<file path="src/rtl/pararam_pkg.sv">
// rtl/pararam_pkg.sv - shared constants and types for the ParaRAM port arbiter
package pararam_pkg;

    localparam int PARARAM_ADDR_WIDTH = 9;
    localparam int PARARAM_DATA_WIDTH = 16;
    localparam int MEM_WORDS          = 1 << PARARAM_ADDR_WIDTH;
    localparam int RD_LATENCY         = 2;

    typedef enum logic {
        CMD_READ  = 1'b0,
        CMD_WRITE = 1'b1
    } cmd_e;

endpackage

</file>
<file path="src/rtl/pararam_rr_grant.sv">
// rtl/pararam_rr_grant.sv - stateless round-robin search, first request after ptr wins
module pararam_rr_grant #(
    parameter int NUM_REQ = 4,
    parameter int PTR_W   = (NUM_REQ > 1) ? $clog2(NUM_REQ) : 1
) (
    input  logic [NUM_REQ-1:0] req,
    input  logic [PTR_W-1:0]   ptr,
    output logic [NUM_REQ-1:0] grant
);

    logic [PTR_W-1:0] idx;
    logic             found;

    // Offsets 1..NUM_REQ visit every requester once, ending on ptr itself.
    always_comb begin
        grant = '0;
        found = 1'b0;
        idx   = '0;
        for (int k = 1; k <= NUM_REQ; k++) begin
            idx = PTR_W'((int'(ptr) + k) % NUM_REQ);
            if (!found && req[idx]) begin
                grant[idx] = 1'b1;
                found      = 1'b1;
            end
        end
    end

endmodule

</file>
<file path="src/rtl/pararam_arbiter.sv">
// rtl/pararam_arbiter.sv - round-robin sharing of the single-port ParaRAM between requesters
module pararam_arbiter
    import pararam_pkg::*;
#(
    parameter int ADDR_WIDTH = PARARAM_ADDR_WIDTH,
    parameter int DATA_WIDTH = PARARAM_DATA_WIDTH,
    parameter int NUM_REQ    = 4
) (
    input  logic                          clk,
    input  logic                          rst,
    input  logic                          arb_en,
    input  logic [NUM_REQ-1:0]            req_valid,
    output logic [NUM_REQ-1:0]            req_ready,
    input  logic [NUM_REQ-1:0]            req_we,
    input  logic [NUM_REQ*ADDR_WIDTH-1:0] req_addr,
    input  logic [NUM_REQ*DATA_WIDTH-1:0] req_wdata,
    output logic [NUM_REQ-1:0]            rsp_valid,
    output logic [DATA_WIDTH-1:0]         rsp_rdata,
    output logic                          mem_en,
    output logic                          mem_wc,
    output logic [ADDR_WIDTH-1:0]         mem_addr,
    output logic [DATA_WIDTH-1:0]         mem_wdata,
    input  logic [DATA_WIDTH-1:0]         mem_rdata,
    output logic                          busy
);

    localparam int PTR_W = (NUM_REQ > 1) ? $clog2(NUM_REQ) : 1;

    logic [PTR_W-1:0]      ptr;
    logic [NUM_REQ-1:0]    grant;
    logic [NUM_REQ-1:0]    accept;
    logic                  any_acc;
    logic [PTR_W-1:0]      win_idx;
    logic                  win_we;
    logic [ADDR_WIDTH-1:0] win_addr;
    logic [DATA_WIDTH-1:0] win_wdata;
    logic [NUM_REQ-1:0]    rd_tag;

    pararam_rr_grant #(
        .NUM_REQ (NUM_REQ),
        .PTR_W   (PTR_W)
    ) u_grant (
        .req   (req_valid),
        .ptr   (ptr),
        .grant (grant)
    );

    // Ready is forced low while reset is held so nothing looks accepted upstream.
    assign req_ready = grant & {NUM_REQ{arb_en & ~rst}};
    assign accept    = req_valid & req_ready;
    assign any_acc   = |accept;

    always_comb begin
        win_idx   = '0;
        win_we    = 1'b0;
        win_addr  = '0;
        win_wdata = '0;
        for (int i = 0; i < NUM_REQ; i++) begin
            if (grant[i]) begin
                win_idx   = PTR_W'(i);
                win_we    = req_we[i];
                win_addr  = req_addr[i*ADDR_WIDTH +: ADDR_WIDTH];
                win_wdata = req_wdata[i*DATA_WIDTH +: DATA_WIDTH];
            end
        end
    end

    // rd_tag travels with the registered command; rsp_valid lines up with RAM output.
    always_ff @(posedge clk or posedge rst) begin
        if (rst) begin
            ptr       <= PTR_W'(NUM_REQ - 1);
            mem_en    <= 1'b0;
            mem_wc    <= 1'b0;
            mem_addr  <= '0;
            mem_wdata <= '0;
            rd_tag    <= '0;
            rsp_valid <= '0;
        end else begin
            mem_en    <= any_acc;
            rd_tag    <= accept & {NUM_REQ{win_we == CMD_READ}};
            rsp_valid <= rd_tag;
            if (any_acc) begin
                ptr       <= win_idx;
                mem_wc    <= win_we;
                mem_addr  <= win_addr;
                mem_wdata <= win_wdata;
            end
        end
    end

    assign rsp_rdata = mem_rdata;
    assign busy      = mem_en | (|rsp_valid) | (|rd_tag);

endmodule

</file>
<file path="config.mk">
export PLATFORM = sky130hd
export DESIGN_NAME = pararam_arbiter
export DESIGN_NICKNAME = d
export VERILOG_FILES = /design/src/rtl/pararam_pkg.sv /design/src/rtl/pararam_rr_grant.sv /design/src/rtl/pararam_arbiter.sv
export SDC_FILE = /design/constraint.sdc
export NUM_CORES = 1
export LEC_CHECK = 0
export CORE_MARGIN = 2
export CORE_UTILIZATION = 41
export CTS_BUF_LIST = sky130_fd_sc_hd__clkbuf_4
export DETAILED_ROUTE_END_ITERATION = 16
export PLACE_DENSITY = 0.95
export SLEW_MARGIN = 20
export SYNTH_ARGS = -nofsm -noshare
export SYNTH_HDL_FRONTEND = slang
export SYNTH_HIERARCHICAL = 1
export SYNTH_SLANG_ARGS = --single-unit
</file>
<file path="constraint.sdc">
create_clock -name clk -period 6.9 [get_ports clk]
set_clock_uncertainty 0.15 [all_clocks]
set_input_delay 1.38 -clock clk [delete_from_list [all_inputs] [get_ports clk]]
set_output_delay 1.38 -clock clk [all_outputs]
set_load 0.1 [all_outputs]
</file>
==> summary.md <==
| Metric | Value |
|---|---|
| Hpwl dp | `6190 um` |
| # port buffers | `146` |
| Ratio of cells with drive above 1 in the final layout | `0.0667` |
| Starting DRT DRC Count | `159` |
| Clock tree sinks | `37` |
| Post-synthesis simple-gate area fraction | `0.147` |
| Worst hold margin | `0.236 ns` |
| Area growth from synthesis to layout | `50.8%` |
| Overall Power | `0.00251 W` |
| Core Rows | `30` |
| Main synth FF type | `dfrtp_1` |
| Post-Route WL | `8930 um` |
| Power per cell area | `581 nW/um2` |
| Mapped Area | `2870 um2` |
| Initial Util | `0.422` |
| DRC viols | `0` |
| CORE AREA | `6790 um2` |
| Worst Path Required | `5.37 ns` |
| Die width | `87.6 um` |
| Crit path setup slack, layout | `1.75 ns` |
| Root Buffer | `clkbuf_4` |
| Crit path kind | `input port to primary output` |
| Max-Cap Viols | `0` |
| Status | `finished, final reports clean` |
| Final Hold Fails | `0` |
| CTS Buf Count | `5` |
| Post-route ant nets | `0` |
| Slew Viols, Final | `0` |
| Pre-CTS WS | `1.66 ns` |
| Clock slew at reported path FFs | `0.12 ns` |
| Period utilization | `0.747` |
| Post-CTS Hold Buffers | `0` |
| Post-Layout Cell Count | `516` |
| Compound-Gate Fraction of Synth Area | `0.302` |
| M1 WL | `3430 um` |
| Hold WC Path Type | `flop to flop` |
| Yosys warning count | `6` |
| Multiplexer share of the synthesized area | `0.0449` |
| Post-synth cell types | `36` |
| H-tree depth | `2` |
| IO Pins | `179` |
| RSZ-0062 raised after global routing | `no` |
| Met2 WL | `4620 um` |
| Drt pass-1 iters | `4` |
| Async S/R FF share, synth | `1.00` |
| Clk_lat worst skew | `0.33 ns` |
| Max Used Layer | `met4` |
| Setup_tns | `0 ns` |
| Vias in the first global route | `2891` |
| Post-synthesis xor/xnor area fraction | `0` |
| WP data arrival | `3.62 ns` |
| Fmax | `194 MHz` |
| Largest family of logic cells by synthesized area | `compound AO/OA/AOI/OAI gates` |
| Rel. slew slack | `0.323` |
| Leakage | `2.19 nW` |
| Final nets | `554` |
| Post-Synth Adder-Cell Area | `0.0349` |
| Die height | `87.6 um` |
| Gr usage total | `0.221` |
| RD Place Congestion | `0.903` |
| Placed cell count | `507` |
| Post-Synthesis Mean Instance Area | `9.50 um2` |
| Vias/cell | `5.66` |
| Post-synth EDFFs | `0` |
| Initial antenna violation count | `0` |
| Worst slew pin tran | `1.01 ns` |
| WL per Instance | `17.3 um` |
| Number of diodes | `0` |
| Cells after Synth | `302` |
| Maximum vdd drop | `0.441 mV` |
| Die area | `7680 um2` |
| Post-Syn Nets | `437` |
| WL met3 | `723 um` |
| Setup crit start kind | `input port` |
| Seq/Total Area, Yosys | `0.324` |
| CP Capture Type | `primary output` |
| DR vias | `2918` |
| Post-CTS Setup Repair Bufs | `0` |
| Max clock buf depth | `2` |
| Worst-path maximum fanout | `10` |
| GRT overflow | `0` |
| Post-CTS Resized | `0` |
| First-pass GRT wire length | `13300 um` |
| Final setup viols | `0` |
| TritonCTS clock tree | `yes` |
| Largest net degree at the start of global routing | `57` |
| Number of synthesized register bits | `37` |
| Tmin final | `5.15 ns` |
[power by group]
group | internal, W | leakage (nW) | switching (W)
Sequential | 0.000297 | 0.481 | 0.0000538
Clock | 0.000112 | 0.0552 | 0.0000761
Combinational | 0.000708 | 1.66 | 0.00127
Total | 0.00112 | 2.19 | 0.00140
[final timing paths]
check,start,to,slack [ns],depth (start not counted)
setup / recovery,req_valid[3],req_ready[0],1.75,7
hold / removal,rd_tag[0]$_DFF_PP0_,rsp_valid[0]$_DFF_PP0_,0.24,0
setup reg to reg,ptr[0]$_DFFE_PP1P_,mem_wc$_DFFE_PP0P_,2.49,11
hold reg to reg,rd_tag[0]$_DFF_PP0_,rsp_valid[0]$_DFF_PP0_,0.24,0
max in group asynchronous,rst,ptr[0]$_DFFE_PP1P_,4.86,3
min in group asynchronous,rst,rd_tag[3]$_DFF_PP0_,1.37,3
[metal layers]
layer,vias up,global-route usage
met3,18,0.0500
met2,163,0.409
met5,-,0
met4,0,0.0629
li1,1328,-
met1,1409,0.254
[area by class of cell]
cell class / count / area (um2)
Sequential cell: 37 / 928
Inverter: 37 / 139
Tap cell: 96 / 120
Clock buffer: 5 / 37.5
Multi-Input combinational cell: 186 / 1530
Clock inverter: 3 / 65.1
Timing Repair Buffer: 152 / 1500
Fill cell: 560 / 2470
[stage by stage]
step,instance area [um2],util
6_report,4320,0.636
2_1_floorplan,2870,-
4_1_cts,4300,0.634
5_1_grt,4320,0.636
3_5_place_dp,4200,0.618
3_3_place_gp,4200,0.618
[flip-flops by register name, summed over array words and instances (netlist names)]
register / cells
mem_wdata: 16
mem_addr: 9
rd_tag: 4
rsp_valid: 4
ptr: 2
mem_en: 1
mem_wc: 1
[Yosys cell counts, drive strengths merged, types with 2 or more instances]
master | number | area share
a211o | 25 | 0.076
o211ai | 4 | 0.010
nor3b | 5 | 0.015
a32o | 25 | 0.087
clkbuf | 9 | 0.012
mux2i | 2 | 0.0070
and3b | 25 | 0.076
and2 | 3 | 0.0065
nand3 | 2 | 0.0035
inv | 37 | 0.048
mux4 | 4 | 0.034
a21o | 25 | 0.065
dfrtp | 35 | 0.31
buf | 33 | 0.086
nor2 | 4 | 0.0052
dfstp | 2 | 0.018
ha | 8 | 0.035
nor3 | 4 | 0.0070
a21oi | 31 | 0.054
nand2 | 8 | 0.010
[placed cells by master, fill, tap and decap left out, types with 2 or more instances in the layout]
cell             synthesis  layout
clkdlybuf4s50_1          0     142
inv_1                   36      36
dfrtp_1                 35      35
a21oi_1                 31      31
and3b_1                 25      25
a21o_1                  25      25
a211o_1                 25      25
a32o_1                  25      25
buf_4                   18       9
nand2_1                  8       8
ha_1                     8       8
clkbuf_4                 0       5
nor2_1                   4       4
nor3_1                   4       4
nor3b_1                  4       4
o211ai_1                 4       4
and2_1                   3       3
mux2i_1                  2       2
bufinv_16                0       2
dfstp_2                  2       2
mux4_2                   2       2
mux4_1                   2       2
[cell families after synthesis]
group,after synthesis
AOI/OAI and AO/OA,113
buffers and inverters,79
and+or+nand+nor,58
DFF,37
adders and majority gates,8
muxes,7
[worst max-delay path: stages]
cell and delay (ns):
clkdlybuf4s50_1 0.49, mux4_2 0.63, nor4b_4 0.38, nand2_1 0.09
o211ai_1 0.17, and2_1 0.19, buf_4 0.29
Note: power is estimated with default switching activity, not from simulation.
